$ cat src/rtl/pe_vec_if.sv
// Bus bundle for the pe_vec systolic MAC element: forwarded operand stream,
// per-result control and the result handshake. The slave modport is the PE side.
interface pe_vec_if #(
  parameter int DATA_WIDTH = 16,
  parameter int ACC_WIDTH  = 48,
  parameter int LANES      = 2,
  parameter int CNT_WIDTH  = 8
) ();

  logic                          valid_i;
  logic [LANES*DATA_WIDTH-1:0]   a_i;
  logic [LANES*DATA_WIDTH-1:0]   b_i;
  logic                          valid_o;
  logic [LANES*DATA_WIDTH-1:0]   a_o;
  logic [LANES*DATA_WIDTH-1:0]   b_o;
  logic [CNT_WIDTH-1:0]          k_len_i;
  logic                          mode_i;
  logic                          clear_i;
  logic                          res_valid_o;
  logic                          res_ready_i;
  logic [LANES*ACC_WIDTH-1:0]    res_o;
  logic                          busy_o;
  logic                          ovf_o;
  logic                          sat_o;

  modport master (
    output valid_i, a_i, b_i, k_len_i, mode_i, clear_i, res_ready_i,
    input  valid_o, a_o, b_o, res_valid_o, res_o, busy_o, ovf_o, sat_o
  );

  modport slave (
    input  valid_i, a_i, b_i, k_len_i, mode_i, clear_i, res_ready_i,
    output valid_o, a_o, b_o, res_valid_o, res_o, busy_o, ovf_o, sat_o
  );

endinterface

$ cat src/rtl/pe_vec.sv
// pe_vec: multi-lane signed MAC processing element for a systolic array.
// Operands are forwarded east/south with one cycle of latency while each lane
// accumulates k beats into a result register with a valid/ready handshake.
// Mode 0 keeps lanes independent; mode 1 reduces all lane products into lane 0.
// Optional feature macro: PE_SATURATE_EN (clamp accumulators instead of wrapping).
module pe_vec #(
  parameter int DATA_WIDTH = 16,
  parameter int ACC_WIDTH  = 48,
  parameter int LANES      = 2,
  parameter int CNT_WIDTH  = 8
) (
  input  logic clk,
  input  logic rst,
  pe_vec_if.slave bus
);

  typedef enum logic {IDLE, ACC} state_t;

  state_t state, state_next;

  logic signed [ACC_WIDTH-1:0] acc     [LANES];
  logic signed [ACC_WIDTH-1:0] contrib [LANES];
  logic signed [ACC_WIDTH-1:0] upd     [LANES];

  logic [CNT_WIDTH-1:0]        cnt;
  logic [CNT_WIDTH-1:0]        cnt_inc;
  logic [CNT_WIDTH-1:0]        k_len;
  logic [CNT_WIDTH-1:0]        k_eff;
  logic                        mode;
  logic                        mode_eff;
  logic                        beat;
  logic                        last_beat;

  logic                        valid_q;
  logic [LANES*DATA_WIDTH-1:0] a_q;
  logic [LANES*DATA_WIDTH-1:0] b_q;
  logic [LANES*ACC_WIDTH-1:0]  res_q;
  logic                        res_valid_q;
  logic                        ovf_q;

  // Beat qualification: in IDLE the control fields come straight from the bus,
  // afterwards from the values latched on the first beat. clear_i kills the beat.
  always_comb begin
    beat      = bus.valid_i && !bus.clear_i;
    cnt_inc   = cnt + CNT_WIDTH'(1);
    k_eff     = k_len;
    mode_eff  = mode;
    if (state == IDLE) begin
      k_eff    = (bus.k_len_i == '0) ? CNT_WIDTH'(1) : bus.k_len_i;
      mode_eff = bus.mode_i;
    end
    last_beat = beat && (cnt_inc == k_eff);
  end

  // Lane products, sign-extended, and the per-lane contribution for this beat.
  always_comb begin : contrib_blk
    logic signed [DATA_WIDTH-1:0]   a_l;
    logic signed [DATA_WIDTH-1:0]   b_l;
    logic signed [2*DATA_WIDTH-1:0] prod;
    logic signed [ACC_WIDTH-1:0]    prod_ext [LANES];
    logic signed [ACC_WIDTH-1:0]    total;
    total = '0;
    for (int l = 0; l < LANES; l++) begin
      a_l         = bus.a_i[l*DATA_WIDTH +: DATA_WIDTH];
      b_l         = bus.b_i[l*DATA_WIDTH +: DATA_WIDTH];
      prod        = a_l * b_l;
      prod_ext[l] = ACC_WIDTH'(prod);
      total       = total + prod_ext[l];
    end
    for (int l = 0; l < LANES; l++) begin
      contrib[l] = prod_ext[l];
      if (mode_eff) begin
        contrib[l] = (l == 0) ? total : '0;
      end
    end
  end

`ifdef PE_SATURATE_EN
  localparam logic signed [ACC_WIDTH-1:0] ACC_MAX = {1'b0, {(ACC_WIDTH-1){1'b1}}};
  localparam logic signed [ACC_WIDTH-1:0] ACC_MIN = {1'b1, {(ACC_WIDTH-1){1'b0}}};

  logic [LANES-1:0] lane_sat;
  logic             sat_q;

  // Saturating accumulator update: one guard bit exposes signed overflow.
  always_comb begin : upd_blk
    logic signed [ACC_WIDTH:0] sum_wide;
    for (int l = 0; l < LANES; l++) begin
      sum_wide    = {acc[l][ACC_WIDTH-1], acc[l]} + {contrib[l][ACC_WIDTH-1], contrib[l]};
      upd[l]      = sum_wide[ACC_WIDTH-1:0];
      lane_sat[l] = 1'b0;
      if (sum_wide[ACC_WIDTH] != sum_wide[ACC_WIDTH-1]) begin
        upd[l]      = sum_wide[ACC_WIDTH] ? ACC_MIN : ACC_MAX;
        lane_sat[l] = 1'b1;
      end
    end
  end

  // Sticky saturation flag, cleared only by reset.
  always_ff @(posedge clk) begin
    if (rst) begin
      sat_q <= 1'b0;
    end else if (beat && (|lane_sat)) begin
      sat_q <= 1'b1;
    end
  end

  assign bus.sat_o = sat_q;
`else
  // Wrapping accumulator update.
  always_comb begin
    for (int l = 0; l < LANES; l++) begin
      upd[l] = acc[l] + contrib[l];
    end
  end

  assign bus.sat_o = 1'b0;
`endif

  // Next-state logic: clear aborts to IDLE, the k-th beat returns to IDLE.
  always_comb begin
    state_next = state;
    if (bus.clear_i) begin
      state_next = IDLE;
    end else if (beat) begin
      state_next = last_beat ? IDLE : ACC;
    end
  end

  // State register.
  always_ff @(posedge clk) begin
    if (rst) begin
      state <= IDLE;
    end else begin
      state <= state_next;
    end
  end

  // Accumulators, beat counter and the control fields latched on the first beat.
  always_ff @(posedge clk) begin
    if (rst || bus.clear_i || last_beat) begin
      for (int l = 0; l < LANES; l++) acc[l] <= '0;
      cnt <= '0;
    end else if (beat) begin
      for (int l = 0; l < LANES; l++) acc[l] <= upd[l];
      cnt <= cnt_inc;
    end
    if (rst) begin
      k_len <= '0;
      mode  <= 1'b0;
    end else if (beat && state == IDLE) begin
      k_len <= k_eff;
      mode  <= mode_eff;
    end
  end

  // Result register with valid/ready handshake and sticky overwrite flag.
  always_ff @(posedge clk) begin
    if (rst) begin
      res_q       <= '0;
      res_valid_q <= 1'b0;
      ovf_q       <= 1'b0;
    end else begin
      if (last_beat) begin
        for (int l = 0; l < LANES; l++) res_q[l*ACC_WIDTH +: ACC_WIDTH] <= upd[l];
        res_valid_q <= 1'b1;
        if (res_valid_q && !bus.res_ready_i) ovf_q <= 1'b1;
      end else if (res_valid_q && bus.res_ready_i) begin
        res_valid_q <= 1'b0;
      end
    end
  end

  // Operand forwarding pipeline, independent of the accumulation state.
  always_ff @(posedge clk) begin
    if (rst) begin
      valid_q <= 1'b0;
      a_q     <= '0;
      b_q     <= '0;
    end else begin
      valid_q <= bus.valid_i;
      a_q     <= bus.a_i;
      b_q     <= bus.b_i;
    end
  end

  assign bus.valid_o     = valid_q;
  assign bus.a_o         = a_q;
  assign bus.b_o         = b_q;
  assign bus.res_o       = res_q;
  assign bus.res_valid_o = res_valid_q;
  assign bus.ovf_o       = ovf_q;
  assign bus.busy_o      = (state == ACC);

endmodule
$ cat src/flat_wrapper.sv
// flat-port wrapper written by rule: the top's interface ports become plain ports
module pe_vec_flat 
#(
  parameter int DATA_WIDTH = 16,
  parameter int ACC_WIDTH  = 48,
  parameter int LANES      = 2,
  parameter int CNT_WIDTH  = 8
)
  (clk, rst, bus_valid_i, bus_a_i, bus_b_i, bus_k_len_i, bus_mode_i, bus_clear_i, bus_res_ready_i, bus_valid_o, bus_a_o, bus_b_o, bus_res_valid_o, bus_res_o, bus_busy_o, bus_ovf_o, bus_sat_o);
  pe_vec_if #(.DATA_WIDTH(DATA_WIDTH), .ACC_WIDTH(ACC_WIDTH), .LANES(LANES), .CNT_WIDTH(CNT_WIDTH)) bus_i ();
  input  logic clk;
  input  logic rst;
  input wire logic [$bits(bus_i.valid_i)-1:0] bus_valid_i;
  input wire logic [$bits(bus_i.a_i)-1:0] bus_a_i;
  input wire logic [$bits(bus_i.b_i)-1:0] bus_b_i;
  input wire logic [$bits(bus_i.k_len_i)-1:0] bus_k_len_i;
  input wire logic [$bits(bus_i.mode_i)-1:0] bus_mode_i;
  input wire logic [$bits(bus_i.clear_i)-1:0] bus_clear_i;
  input wire logic [$bits(bus_i.res_ready_i)-1:0] bus_res_ready_i;
  output wire logic [$bits(bus_i.valid_o)-1:0] bus_valid_o;
  output wire logic [$bits(bus_i.a_o)-1:0] bus_a_o;
  output wire logic [$bits(bus_i.b_o)-1:0] bus_b_o;
  output wire logic [$bits(bus_i.res_valid_o)-1:0] bus_res_valid_o;
  output wire logic [$bits(bus_i.res_o)-1:0] bus_res_o;
  output wire logic [$bits(bus_i.busy_o)-1:0] bus_busy_o;
  output wire logic [$bits(bus_i.ovf_o)-1:0] bus_ovf_o;
  output wire logic [$bits(bus_i.sat_o)-1:0] bus_sat_o;
  assign bus_i.valid_i = bus_valid_i;
  assign bus_i.a_i = bus_a_i;
  assign bus_i.b_i = bus_b_i;
  assign bus_i.k_len_i = bus_k_len_i;
  assign bus_i.mode_i = bus_mode_i;
  assign bus_i.clear_i = bus_clear_i;
  assign bus_i.res_ready_i = bus_res_ready_i;
  assign bus_valid_o = bus_i.valid_o;
  assign bus_a_o = bus_i.a_o;
  assign bus_b_o = bus_i.b_o;
  assign bus_res_valid_o = bus_i.res_valid_o;
  assign bus_res_o = bus_i.res_o;
  assign bus_busy_o = bus_i.busy_o;
  assign bus_ovf_o = bus_i.ovf_o;
  assign bus_sat_o = bus_i.sat_o;
  pe_vec #(.DATA_WIDTH(DATA_WIDTH), .ACC_WIDTH(ACC_WIDTH), .LANES(LANES), .CNT_WIDTH(CNT_WIDTH)) u_core (.clk(clk), .rst(rst), .bus(bus_i));
endmodule
$ cat config.mk
export PLATFORM = sky130hd
export DESIGN_NAME = pe_vec_flat
export DESIGN_NICKNAME = d
export VERILOG_FILES = /design/src/rtl/pe_vec_if.sv /design/src/rtl/pe_vec.sv /design/src/flat_wrapper.sv
export SDC_FILE = /design/constraint.sdc
export NUM_CORES = 2
export LEC_CHECK = 0
export ABC_CLOCK_PERIOD_IN_PS = 11590
export BUFFER_PORTS_ARGS = -buffer_cell sky130_fd_sc_hd__buf_2
export CORE_ASPECT_RATIO = 1.1
export CORE_UTILIZATION = 40
export CTS_CLUSTER_DIAMETER = 50
export DETAILED_ROUTE_END_ITERATION = 10
export GPL_TIMING_DRIVEN = 0
export PLACE_DENSITY = 0.6
export SKIP_CTS_REPAIR_TIMING = 1
export SLEW_MARGIN = 25
export SYNTH_ARGS = -nofsm -noshare
export SYNTH_HDL_FRONTEND = slang
export SYNTH_SLANG_ARGS = --single-unit
export TNS_END_PERCENT = 30
$ cat constraint.sdc
create_clock -name clk -period 11.59 [get_ports clk]
set_input_delay 1.159 -clock clk [delete_from_list [all_inputs] [get_ports clk]]
set_output_delay 1.159 -clock clk [all_outputs]
set_load 0.01 [all_outputs]
After elaboration in Yosys (flattened, before gate mapping)
Memory sizes are Yosys's and may differ from the RTL's. Cells that the tools add are included.

Flip-flop bits (word level): 181. Memory bits (writable): 96. Output and inout bits: 165. Memories: 1.

Add/subtract/negate cells: 4. Multipliers: 2. Equality and inequality tests: 1. Muxes and demuxes: 15. Bitwise operators: 3. Reduce and logical (&&, ||, !) cells: 13.

Memory list: u_core.acc (words 2, width 48, rd ports 2, clocked after Yosys merged registers in 0, wr ports 2, RTL line pe_vec.sv:21) `logic signed [ACC_WIDTH-1:0] acc [LANES];`.

Operators with widths (number): 2-to-1 mux 48 bit (4); adder 48 bit (2); multiplier 16 x 16 -> 32 bit (2); adder 32 x 32 -> 33 bit (1); 2-to-1 mux 8 bit (2); 2-to-1 mux 1 bit (9); adder 8 x 1 -> 8 bit, second input constant (1); == test 8 bit (1); logical NOT 8 bit (1); logical AND 1 bit (5); logical NOT 1 bit (2); logical OR 1 bit (2); bitwise OR 1 bit (2); AND reduction 2 bit (1); nonzero test 2 bit (1); OR reduction 2 bit (1); NOT 1 bit (1).

Depth between registers and ports, before layout
Word-level depth: 9. Depth in mapped cells: 47.

Least setup slack after synthesis
Ideal clock, no wire load.

Kind: input port to flip-flop. Start: input port bus_b_i[7]. End: memory u_core.acc[0][47] (data pin). Setup time: 0.266 ns. Data arrival time: 11.302 ns. Required time: 11.324 ns. Slack: 0.022 ns. Cell stages on the path: 41. Buffers on the path: 3. Cell sequence: clkbuf_1 -> nand2_1 -> fa_1 -> inv_1 -> fa_1 -> inv_1 -> fa_1 -> inv_1 -> fa_1 -> fa_1 -> inv_1 -> fa_1 -> inv_1 -> ha_1 -> buf_4 -> a2111oi_0 -> nand3b_1 -> a31o_2 -> [5 not listed] -> a21o_1 -> a21oi_1 -> a21oi_1 -> nor3_1 -> o2111a_1 -> nor4b_1 -> o31ai_1 -> ha_1 -> clkbuf_1 -> a21o_1 -> a21o_1 -> a21o_1 -> a21oi_1 -> o21ai_0 -> a221o_1 -> xnor2_1 -> xnor2_1 -> nor2b_1.

RTL lines: from (decl) (RTL line flat_wrapper.sv:15) `input wire logic [$bits(bus_i.b_i)-1:0] bus_b_i;`; to (decl) (RTL line pe_vec.sv:21).

==> results.md <==
* Area of the die at 0.0923 sq mm
* # DRC at 0
* Initial antenna violation count at 1
* Arrival @ worst endpoint at 11.47 ns
* TritonRoute pass-1 iters at 5
* Place WS at -1.01 ns
* RSZ-0062 raised after global routing: no
* Status: finished, final reports clean
* TritonCTS clock tree: yes
* Most frequent cell after synthesis: inv_1
* Final setup vio count at 0
* I/O pin cnt at 243
* Worst setup path start: bus_b_i[31]
* Max frequency at 0.0897 GHz
* Final TNS setup at 0 ns
* Worst-path fanout max at 10
* Final worst slack at 0.441 ns
* Min cycle time layout at 11.15 ns
* Final hold vios at 0
* H-tree depth at 2
* Gpl congestion at 0.914
* Worst clock skew at 0.0438 ns
* Number of flops mapped to enable cells by yosys at 96
* First-pass GRT wire length at 171 mm
* CTS max path bufs at 3
* Post-Syn Instances at 4090
* Synth Warn # at 0
* Sequential-to-total area share from yosys stat at 0.179
* Hold_sp: u_core.bus.res_o[81]
* Clock-pin slew on the worst setup and hold paths at 0.06 ns
* Yosys top cell area share at 0.290
* Critical path class: input port to register
* Diodes inserted at 0
* Clock sink total at 277
* Die Y-Extent at 319 microns
* CTS buffer count at 45
* Most common cell on crit path: a21o_1
* Worst min-delay path class: register to register
* Grt total ovfl at 0
* Yosys reg bits at 277
* Share of layout cells above drive strength 1 at 0.0993
* Max Slew Vio Count at 0
* Max_cap viols at 0
* Top cells by count, synth: inv_1, fa_1, nand2_1, ha_1, and2_1
* Number of global-route vias before repair at 29397
* Post-DR wirelength/cell at 19.2 microns
* Reg-to-Reg Start: u_core.bus.busy_o
* Num rows at 115
* Starting density of the core at 0.406
* Final #Nets at 5269
* Initial DRC count at 2031
* Gr usage total at 0.240
* Root buffer cell: clkbuf_16
* Critical path's largest stage delay at 0.59 ns
* Vias/cell at 5.21
* Synth cell types at 76
* Die X at 290 microns
* DRT antenna net count at 0
* Slew margin rel. at 0.330
* Port Buffers at 240
* Non-Filler Instances at 5579
* Top FF cell, synth: dfxtp_1
* Area Growth Syn to Fin at 12.6%
* Core ar. at 0.0898 sq mm
* Post-Syn Nets at 4987
* Mapped Avg Cell Area at 8.91 sq um
* Slowest-stage cell, CP: o31ai_4
* Post-DP HPWL at 88.8 mm
* CP Data Required Time at 11.91 ns
* Asr flop ratio synth at 0
* Setup crit start kind: input port
* Skew-Pair Late Insertion Delay at 0.63 ns
* Top cells by area, synth: fa_1, ha_1, dfxtp_1
* Total routed wirelength at 107 mm
* Via total after detailed routing at 29089
* Least-Margin Pin Slew at 1.00 ns
* Largest net degree at the start of global routing at 39
* Netlist Area Pre-Place at 0.0364 sq mm
* Fin crit share at 0.962
* Cell taking the most area after synthesis: fa_1
* CP Capture Type: register
* Cells after DPL at 5503
-- cell type report --
class | count | area (sq um)
multi-input cells | 3018 | 27100
fillers | 8891 | 48800
plain buffers | 149 | 696
inverters | 632 | 2370
repair buffers | 249 | 1310
well taps | 1170 | 1460
clock inverters | 28 | 327
flip-flops and latches | 277 | 6510
clock buffers | 56 | 1220
-- placed cells by master, fill, tap and decap left out, drive strengths merged, types with 88 or more instances in the layout --
master  synthesis  layout
inv           632     645
fa            527     527
nand2         455     455
ha            292     292
and2          279     279
buf             9     263
a21oi         247     247
nor2          228     228
clkbuf        154     191
dfxtp         181     181
xnor2         132     132
o21ai         129     129
a21o           99      99
edfxtp         96      96
nor2b          88      88
-- routing by layer --
metal / GRT usage / up-vias / wire, microns
li1: - / 13715 / -
met1: 0.338 / 14380 / 47900
met2: 0.375 / 827 / 48700
met3: 0.0327 / 167 / 6470
met4: 0.0800 / 0 / 3960
met5: 0 / - / 0
-- critical path: cells and delay by family --
family	cells	cell delay (ns)
AOI/OAI and AO/OA	17	3.79
xor gates and xnor gates	3	0.66
adders and majority gates	9	3.99
buffers and inverters	7	1.42
and+or+nand+nor	4	0.46
-- per-stage QoR --
step	util	hold slack, ns	instance area [sq um]
final	0.457	0.448	41000
after CTS	0.453	0.452	40700
after floorplan	-	0.453	36400
after global routing	0.457	0.467	41000
after detailed placement	0.436	0.443	39200
after global placement	0.435	0.437	39100
-- sequential cells by signal, indices dropped and copies added, names as in the netlist --
register and count:
u_core.bus.ovf_o 1, u_core.bus.res_o 96, u_core.k_len 8, u_core.cnt 8, u_core.mode 1, u_core.bus.busy_o 1
u_core.bus.b_o 32, u_core.acc 96, u_core.bus.a_o 32, u_core.bus.valid_o 1, u_core.bus.res_valid_o 1
-- final timing paths --
| kind | end | slack (ns) | cells past startpoint |
|---|---|---|---|
| hold / removal | u_core.bus.res_o[81] | 0.45 | 2 |
| hold reg to reg | u_core.bus.res_o[81] | 0.45 | 2 |
| setup reg to reg | u_core.acc[0][27] | 5.22 | 17 |
| setup / recovery | u_core.acc[0][47] | 0.44 | 40 |
-- logic make-up (layout without fill, tap and decap cells) --
logic type,Yosys count,after routing,share of synthesized area
AND/OR/NAND/NOR,1306,1306,0.179
adder cells (fa/ha/maj),819,819,0.390
buffers and inverters,795,1114,0.0822
AO/OA/AOI/OAI,662,662,0.114
flip-flops,277,277,0.179
XOR/XNOR,206,206,0.0495
multiplexers,24,24,0.00670
other,1,1,0.000103
Power is not shown: default switching activity piles up to over one toggle a cycle in this logic, so the estimate is an artifact.
